<file path="config.mk">
export PLATFORM = sky130hd
export DESIGN_NAME = fetch_stage
export DESIGN_NICKNAME = d
export VERILOG_FILES = /design/src/rtl/cpu_pkg.sv /design/src/rtl/fetch_stage_if_id_reg.sv /design/src/rtl/fetch_stage.sv
export SDC_FILE = /design/constraint.sdc
export NUM_CORES = 1
export LEC_CHECK = 0
export ABC_AREA = 1
export CORE_ASPECT_RATIO = 1.5
export CORE_UTILIZATION = 52
export CTS_CLUSTER_DIAMETER = 80
export CTS_CLUSTER_SIZE = 16
export DETAILED_ROUTE_END_ITERATION = 8
export DONT_BUFFER_PORTS = 1
export PLACE_DENSITY = 0.75
export SLEW_MARGIN = 40
export SYNTH_ARGS = -nofsm -noshare
export SYNTH_HDL_FRONTEND = slang
export SYNTH_SLANG_ARGS = --single-unit
</file>
<file path="constraint.sdc">
create_clock -name clk -period 2.2 [get_ports clk]
set_input_delay 0.44 -clock clk [delete_from_list [all_inputs] [get_ports clk]]
set_output_delay 0.44 -clock clk [all_outputs]
set_load 0.01 [all_outputs]
</file>
<file path="src/rtl/cpu_pkg.sv">
// cpu_pkg: shared widths, opcode field position and fetch state encoding for the 16-bit core
package cpu_pkg;
    localparam int PC_W = 4;
    localparam int INSTR_W = 16;
    localparam logic [3:0] HALT_OPCODE = 4'hF;
    localparam logic [15:0] NOP_INSTR = 16'h0000;
    localparam int OP_HI = 15;
    localparam int OP_LO = 12;
    typedef enum logic {RUN, HALTED} fetch_state_e;
endpackage

</file>
<file path="src/rtl/fetch_stage_if_id_reg.sv">
// if_id_reg: valid/ready pipeline register with a flush that wins over load and drain
module if_id_reg #(
    parameter int DW = 20
) (
    input  logic          clk,
    input  logic          reset,
    input  logic          load,
    input  logic          drain,
    input  logic          flush,
    input  logic [DW-1:0] d,
    output logic          valid,
    output logic [DW-1:0] q
);
    // payload only changes on load, so a stalled entry stays stable for the consumer
    always_ff @(posedge clk or negedge reset) begin
        if (!reset) begin
            valid <= 1'b0;
            q <= '0;
        end else if (flush) begin
            valid <= 1'b0;
        end else if (load) begin
            valid <= 1'b1;
            q <= d;
        end else if (drain) begin
            valid <= 1'b0;
        end
    end
endmodule

</file>
<file path="src/rtl/fetch_stage.sv">
// fetch_stage: program counter, halt/redirect control and IF/ID handoff to decode
module fetch_stage
    import cpu_pkg::*;
#(
    parameter int PC_W = cpu_pkg::PC_W,
    parameter int INSTR_W = cpu_pkg::INSTR_W,
    parameter logic [3:0] HALT_OPCODE = cpu_pkg::HALT_OPCODE,
    parameter int CNT_W = 8
) (
    input  logic               clk,
    input  logic               reset,
    input  logic               fetch_en,
    output logic [PC_W-1:0]    pc_out,
    input  logic [INSTR_W-1:0] instr_in,
    output logic               id_valid,
    input  logic               id_ready,
    output logic [INSTR_W-1:0] id_instr,
    output logic [PC_W-1:0]    id_pc,
    input  logic               redirect_valid,
    input  logic [PC_W-1:0]    redirect_pc,
    output logic               halted,
    output logic [CNT_W-1:0]   fetch_count
);
    fetch_state_e state;
    logic advance;
    logic drain;
    logic is_halt;
    logic [INSTR_W+PC_W-1:0] id_q;

    assign drain = id_valid && id_ready;
    assign advance = state == RUN && fetch_en && !redirect_valid && (!id_valid || id_ready);
    assign is_halt = instr_in[OP_HI:OP_LO] == HALT_OPCODE;
    assign {id_instr, id_pc} = id_q;

    if_id_reg #(.DW(INSTR_W + PC_W)) u_if_id (
        .clk   (clk),
        .reset (reset),
        .load  (advance),
        .drain (drain),
        .flush (redirect_valid),
        .d     ({instr_in, pc_out}),
        .valid (id_valid),
        .q     (id_q)
    );

    // redirect overrides everything; a fetched halt is delivered but freezes the PC
    always_ff @(posedge clk or negedge reset) begin
        if (!reset) begin
            pc_out <= '0;
            state <= RUN;
            halted <= 1'b0;
            fetch_count <= '0;
        end else if (redirect_valid) begin
            pc_out <= redirect_pc;
            state <= RUN;
            halted <= 1'b0;
        end else if (advance) begin
            fetch_count <= &fetch_count ? fetch_count : fetch_count + CNT_W'(1);
            state <= is_halt ? HALTED : RUN;
            halted <= is_halt;
            pc_out <= is_halt ? pc_out : pc_out + PC_W'(1);
        end
    end
endmodule

</file>
### Word-level counts from Yosys, hierarchy flattened

Index checks and enable logic that the tools add are counted.

| cells by class | value |
|---|---|
| $add $sub $neg | 2 |
| equal/unequal tests | 2 |
| mux-type cells | 11 |
| bitwise logic cells | 3 |
| reduce and logical (&&, ||, !) cells | 13 |

Operators by type and width:

| cell | count |
|---|---|
| $mux 4 | 3 |
| $add 8x1->8 const B | 1 |
| $mux 1 | 8 |
| $reduce_and 8->1 | 1 |
| $add 4x1->4 const B | 1 |
| $eq 4x4->1 const B | 1 |
| $logic_and 1x1->1 | 4 |
| $reduce_and 2->1 | 2 |
| $not 1->1 | 3 |
| $reduce_and 3->1 | 1 |
| $reduce_bool 3->1 | 1 |
| $logic_not 1->1 | 2 |
| $ne 2x2->1 const B | 1 |
| $reduce_bool 2->1 | 1 |
| $logic_or 1x1->1 | 1 |

| word-level totals | value |
|---|---|
| bits in registers | 35 |
| bits of input ports | 25 |
| output and inout port bits | 34 |

### Logic depth before layout (Yosys ltp)

| logic depth | value |
|---|---|
| depth after elaboration | 6 |
| gate-level depth with buffers | 8 |
| depth with buffers taken out | 8 |

### Cells and area by module

Synthesis repeated with hierarchy kept, for this count alone.

| unflattened totals | value |
|---|---|
| cell total of the unflattened synthesis | 210 |
| area, all modules | 1679.1 um2 |

By module, submodules not included:

| module | times used | cells each | area each (um2) | seq. area each (um2) |
|---|---|---|---|---|
| fetch_stage | 1 | 118 | 847.1 | 325.3 |
| if_id_reg | 1 | 92 | 832.0 | 525.5 |

### Least setup slack after synthesis

OpenSTA, ideal clock, no wires.

| timing path | value |
|---|---|
| path kind | reg2reg |
| start point | register fetch_count[0] |
| end point | register fetch_count[2] |
| library setup time | 0.065 ns |
| arrival time | 1.190 ns |
| data required time | 2.135 ns |
| slack | 0.945 ns |
| cell stages (with the launch flop) | 8 |
| path through | dfrtp_1 ha_1 nand3_2 nor2_4 nand2_2 nand2_4 nand2_1 nand2_1 |

| between the ends | value |
|---|---|
| longest elaborated chain between the ends | 3 |
| elaborated cells between the ends (all ways) | 4 |
| those cells by class | add/sub: 1; bitwise: 1; reduce/logical: 2 |

Ends and longest elaborated chain:

| what | line | RTL |
|---|---|---|
| start: declaration | fetch_stage.sv:22 | `output logic [CNT_W-1:0] fetch_count` |
| start signal: assignment | fetch_stage.sv:58 | `fetch_count <= &fetch_count ? fetch_count : fetch_count + CNT_W'(1);` |
| parallel branches: the longest is 3 deep, another holds $add 8x1->8 | n/a |  |

Several ways; the timed one is not identified.
A chain may end at the register's enable or synchronous reset.

==> metrics.txt <==
placed insts=236; final hold violation count=0; reg2reg end=fetch_count[2]; RSZ-0062 raised after global routing=false; Pre-antenna DRT Iters=4; DR WL/cell=13.50 µm; Slowest-stage cell, CP=dfrtp_1; overall die area=3323 µm²; clk_lat worst skew=0.29 ns; Post-synth EDFFs=0; via count=1,264; Antenna Nets Post-Route=0; R2R depth=6; Worst EP arrival=1.71 ns; H-tree levels=2; critical path peak fanout=25; critical path class=register to register; CP endpoint kind=register; post-synthesis cell count=200; global route hottest layer=met2; Req. time, crit path=2.38 ns; total track usage=23.42%; starting density of the core=55.20%; Syn-to-layout area delta=8.716%; number of buffers created by CTS=5; max-slew violations=0; setup TNS after final layout=0 ns; initial antenna violation count=0; largest net degree at the start of global routing=35; clk_skew=0.004753 ns; critical path cell sequence=nor2_2 > nand3_4 > inv_6 > nand2_4 > nand2_1 > nand2_1; hold_ws=0.2569 ns; Reg clk slew, reported paths=0.07 ns; DRC errors left=0; R2R Setup Slk=0.67 ns; top_reg_cell synth=dfrtp_1; most common cell in the synthesized netlist=nand2_1; CTS Root Cell=clkbuf_8; post-synth cell types=23; Post-CTS Resized=0; start of the worst register-to-register path=halted; Levels on crit path=6; CTS tree=yes; # IOs=59; share of the synthesized area in the top cell type=52.92%; WP buf/inv=1; vias in the first global route=1,251; CTS sink cnt=34; first-pass GRT wire length=5.361 mm; leakage=0.9594 nW; highest clock rate=0.6535 GHz; warnings from Yosys=0; top post-synthesis cells by count=nand2_1 (120), dfrtp_1 (34), inv_1 (11); synthesized cell area=1608 µm²; fin crit share=69.55%; Top delay family on crit path=simple AND/OR/NAND/NOR gates; clock buffer depth=2; starting DRC count in detailed routing=50; row count=24; worst vdd ir=0.5190 mV; M2 GR Usage=38.20%; vias per std cell=5.138; routed wire length=3.322 mm; Setup Viol. Count Final=0; Critical Path Source Type=register; Non-Filler Instances=246; relative slew slack=78.23%; top cells by area, synth=dfrtp_1 (53%), nand2_1 (28%), inv_1 (2.6%); Post-DP HPWL=2.432 mm; Ant. Diodes=0; Hold Path Class=primary input to register; Max-cap violations=0; min cycle time layout=1.530 ns; status=completed; die width=47.40 µm; syn nets=227; Yosys reg bits=34; crit path launch=halted; FFs w/ async S/R, synth=100.0%; total global routing overflow=0; register area share after synthesis=52.92%; Die Height=70.10 µm; most used cell, CP=nand2_1; layout net count=233; grt met3 use=8.786%; met1 Use GR=22.73%; number of port buffers=0; area leader, netlist=dfrtp_1; Final GP Congestion=0.7390; Least-Margin Pin Slew=0.3266 ns; CORE AREA=2913 µm²; share of layout cells above drive strength 1=8.213%; critical path's largest stage delay=0.44 ns; power density over the cells=978.2 nW/µm²; Syn Area/Cell=8.039 µm²; end of the critical path=fetch_count[2]
[repair_timing]
action                                 in CTS  in global routing
hold buffers                                2                  0
endpoints found under the hold margin      34                  0
buffers inserted                            0                  0
[through the flow]
step | power, mW | worst slack, ns | cell area (µm²) | utilization (%)
after floorplan | 1.149 | 0.9455 | 1608 | -
after detailed placement | 1.234 | 0.6882 | 1627 | 55.84
after global placement | 1.205 | 0.7395 | 1627 | 55.84
final | 1.710 | 0.6699 | 1748 | 60.01
after CTS | 1.733 | 0.6623 | 1748 | 60.01
after global routing | 1.816 | 0.5548 | 1748 | 60.01
[logic make-up after synthesis]
group	count (synthesis)	synth area share, %
flops	34	52.92
compound gates	6	2.568
xor+xnor	4	2.179
fa+ha+maj	2	1.556
simple gates	138	35.56
buf+inv	16	5.214
[metal layers]
layer	routed length, µm	vias to the layer above
li1	-	617
met1	1181	585
met2	1768	49
met3	243	13
met4	129	0
met5	0	-
[registers in the layout, summed over array words and instances (netlist names)]
| name | count |
|---|---|
| pc_out | 4 |
| halted | 1 |
| u_if_id.valid | 1 |
| fetch_count | 8 |
| u_if_id.q | 20 |
[final cells by class]
cell class | instances | area [µm²]
clock inverters | 1 | 5.005
fillers | 274 | 1165
well taps | 39 | 48.80
flip-flops and latches | 34 | 850.8
multi-input cells | 150 | 673.1
clock buffers | 7 | 86.33
inverters | 13 | 53.80
repair buffers | 2 | 30.03
[worst min path at each step]
stage	startpoint	to	depth (start not counted)
global route	instr_in[15]	u_if_id.q[19]	2
detailed placement	reset	fetch_count[3]	0
CTS	instr_in[13]	u_if_id.q[17]	2
finish	instr_in[15]	u_if_id.q[19]	2
global placement	reset	u_if_id.q[19]	0
floorplan	reset	fetch_count[0]	0
[where the power goes]
part           internal, mW  switching (mW)
clock network         0.252           0.222
logic                 0.107           0.157
registers             0.757           0.214
total                  1.12           0.593
[layout by cell type, fill, tap and decap left out, types with 2 or more instances in the layout]
cell / count
inv_1: 11
xnor2_1: 2
ha_1: 2
nand3_1: 4
nor2_1: 5
o21ai_0: 4
xor2_1: 2
dfrtp_1: 34
clkbuf_8: 6
nand4_1: 2
nand2_1: 120
Power figures use the tool's default switching activity.
==> RTL edit: new RTL, same settings <==
The package constant `INSTR_W` goes from 16 to 24.
--- a/src/rtl/cpu_pkg.sv
+++ b/src/rtl/cpu_pkg.sv
@@ -1,7 +1,7 @@
 // cpu_pkg: shared widths, opcode field position and fetch state encoding for the 16-bit core
 package cpu_pkg;
     localparam int PC_W = 4;
-    localparam int INSTR_W = 16;
+    localparam int INSTR_W = 24;
     localparam logic [3:0] HALT_OPCODE = 4'hF;
     localparam logic [15:0] NOP_INSTR = 16'h0000;
     localparam int OP_HI = 15;
Interface: changed (resized id_instr and instr_in); port bits go from 59 to 75. The function was not compared with the original's and may differ.
==> RTL edit against the original RTL <==
- total power increased by 14%
- via count increased by 15%
- design area increased by 17%
- critical endpoint is now fetch_count[0]
- sequential cell count increased by 8
- count of clock-buffer cells in the layout decreased by 1
- synthesized area increased by 19%
- sequential power increased by 21%
- wire length increased by 14%
- hold slack improved by 0.0011 ns
- worst setup slack got worse by 0.0093 ns
==> RTL edit: results (changes against the original RTL) <==
Place
  • GPL Wtd Cong: 0.7900 (+6.9%)
  • Placement-stage cell area: 0.001926 mm^2 (+18%)
  • Post-DP HPWL: 2.640 mm (+8.6%)

Critical path
  • Critical path arrival: 1.77 ns (+0.06 ns)
  • Worst Path Max Fanout: 23 (-8.0%)

Layout
  • Biggest regs: u_if_id.q x28, fetch_count x8, pc_out x4
  • Nets: 274 (+18%)
  • Share of layout cells above drive strength 1: 7.500% (-0.71 points)

Run status
  • Status: complete, no violations

Logic synthesis
  • Largest cells by area after synthesis: dfrtp_1 55%, nand2_1 28%, inv_1 2.2%, ha_1 1.3%, buf_4 1.2%
  • Post-synth top flop: dfrtp_1
  • Part of the Yosys area used for sequential elements: 55.01% (+2.1 points)
  • Commonest cells in the synthesized netlist: 144 x nand2_1, 42 x dfrtp_1, 11 x inv_1

Clocking
  • H-tree depth: 2 (unchanged)
  • CTS buffer count: 5 (unchanged)
  • Reg clk slew, reported paths: 0.08 ns

Global routing
  • Largest net degree at the start of global routing: 43 (+23%)
  • Gr usage total: 21.37% (-2.0 points)
  • Number of global-route vias before repair: 1462 (+17%)
  • First-pass GRT wire length: 6.361 mm (+19%)

Power
  • Peak supply drop: 0.5719 mV (+10%)
  • Internal power: 0.001280 W (+15%)
  • LEAKAGE: 1.129 nW (+18%)

Route
  • DR iter-0 viols: 35 (-30%)
  • Total wire length: 3.772 mm (+14%)
  • Vias per std cell: 5.170 (+0.62%)

Timing
  • Worst-Margin Slew: 0.2895 ns (-0.03715 ns)
  • Layout Skew: 0.005361 ns (+0.0006085 ns)

Hold path
  • Worst min path class: input port to flop
==> RTL edit: changes by cell type in the layout (fill, tap and decap cells not counted), sizes merged <==
cell,delta
nand2,+24
dfrtp,+8
buf,+1
clkbuf,-1
clkinv,+1
==> RTL edit: cells by family after synthesis <==
kind of cell / Yosys count / synth area share [%]
simple gates: 162 / 34.64
compound gates: 6 / 2.161
buf+inv: 18 / 5.042
flops: 42 / 55.01
fa+ha+maj: 2 / 1.310
xor+xnor: 4 / 1.834
==> RTL edit: per-stage QoR <==
stage | util [%] | std cells | worst slack (ns) | power, W
after floorplan | - | 234 | 0.9454 | 0.001393
after detailed placement | 55.84 | 272 | 0.6879 | 0.001475
after CTS | 59.22 | 282 | 0.6662 | 0.001975
final | 59.22 | 282 | 0.6606 | 0.001950
after global placement | 55.84 | 272 | 0.7307 | 0.001460
after global routing | 59.22 | 282 | 0.5278 | 0.002079
==> RTL edit: worst paths after layout <==
path	slack, ns	endpoint	cells after the start	start
hold reg to reg	0.55	u_if_id.q[13]	2	u_if_id.q[13]
setup reg to reg	0.66	fetch_count[0]	6	halted
hold / removal	0.26	u_if_id.q[17]	2	instr_in[13]
min in group asynchronous	0.62	u_if_id.q[22]	2	reset
max in group asynchronous	1.39	u_if_id.q[5]	2	reset
setup / recovery	0.66	fetch_count[0]	6	halted
==> RTL edit: repair_timing <==
| item | CTS | global route |
|---|---|---|
| hold buffers | 2 | 0 |
| gates resized for setup | 0 | 0 |
| endpoints found under the hold margin | 42 | 0 |
==> RTL edit: cell type report <==
cell class | instances | area [um^2]
inverters | 13 | 51.30
fillers | 342 | 1406
flip-flops and latches | 42 | 1051
clock inverters | 2 | 13.76
multi-input cells | 174 | 763.2
well taps | 42 | 52.55
clock buffers | 6 | 72.57
repair buffers | 3 | 37.54
==> RTL edit: power by group through the flow <==
stage / logic (W) / clock network (W) / registers (W)
finish: 0.000297 / 0.000475 / 0.00118
global route: 0.000356 / 0.000524 / 0.00120
CTS: 0.000302 / 0.000491 / 0.00118
detailed placement: 0.000278 / 0 / 0.00120
global placement: 0.000264 / 0 / 0.00120
floorplan: 0.000245 / 0 / 0.00115
==> RTL edit: layer usage <==
layer,part of all wire (%),track usage [%],vias up
met5,0,0,-
met4,1.9,8.919,0
met3,5.9,6.786,6
met2,52,36.10,49
met1,41,24.01,685
li1,-,-,718
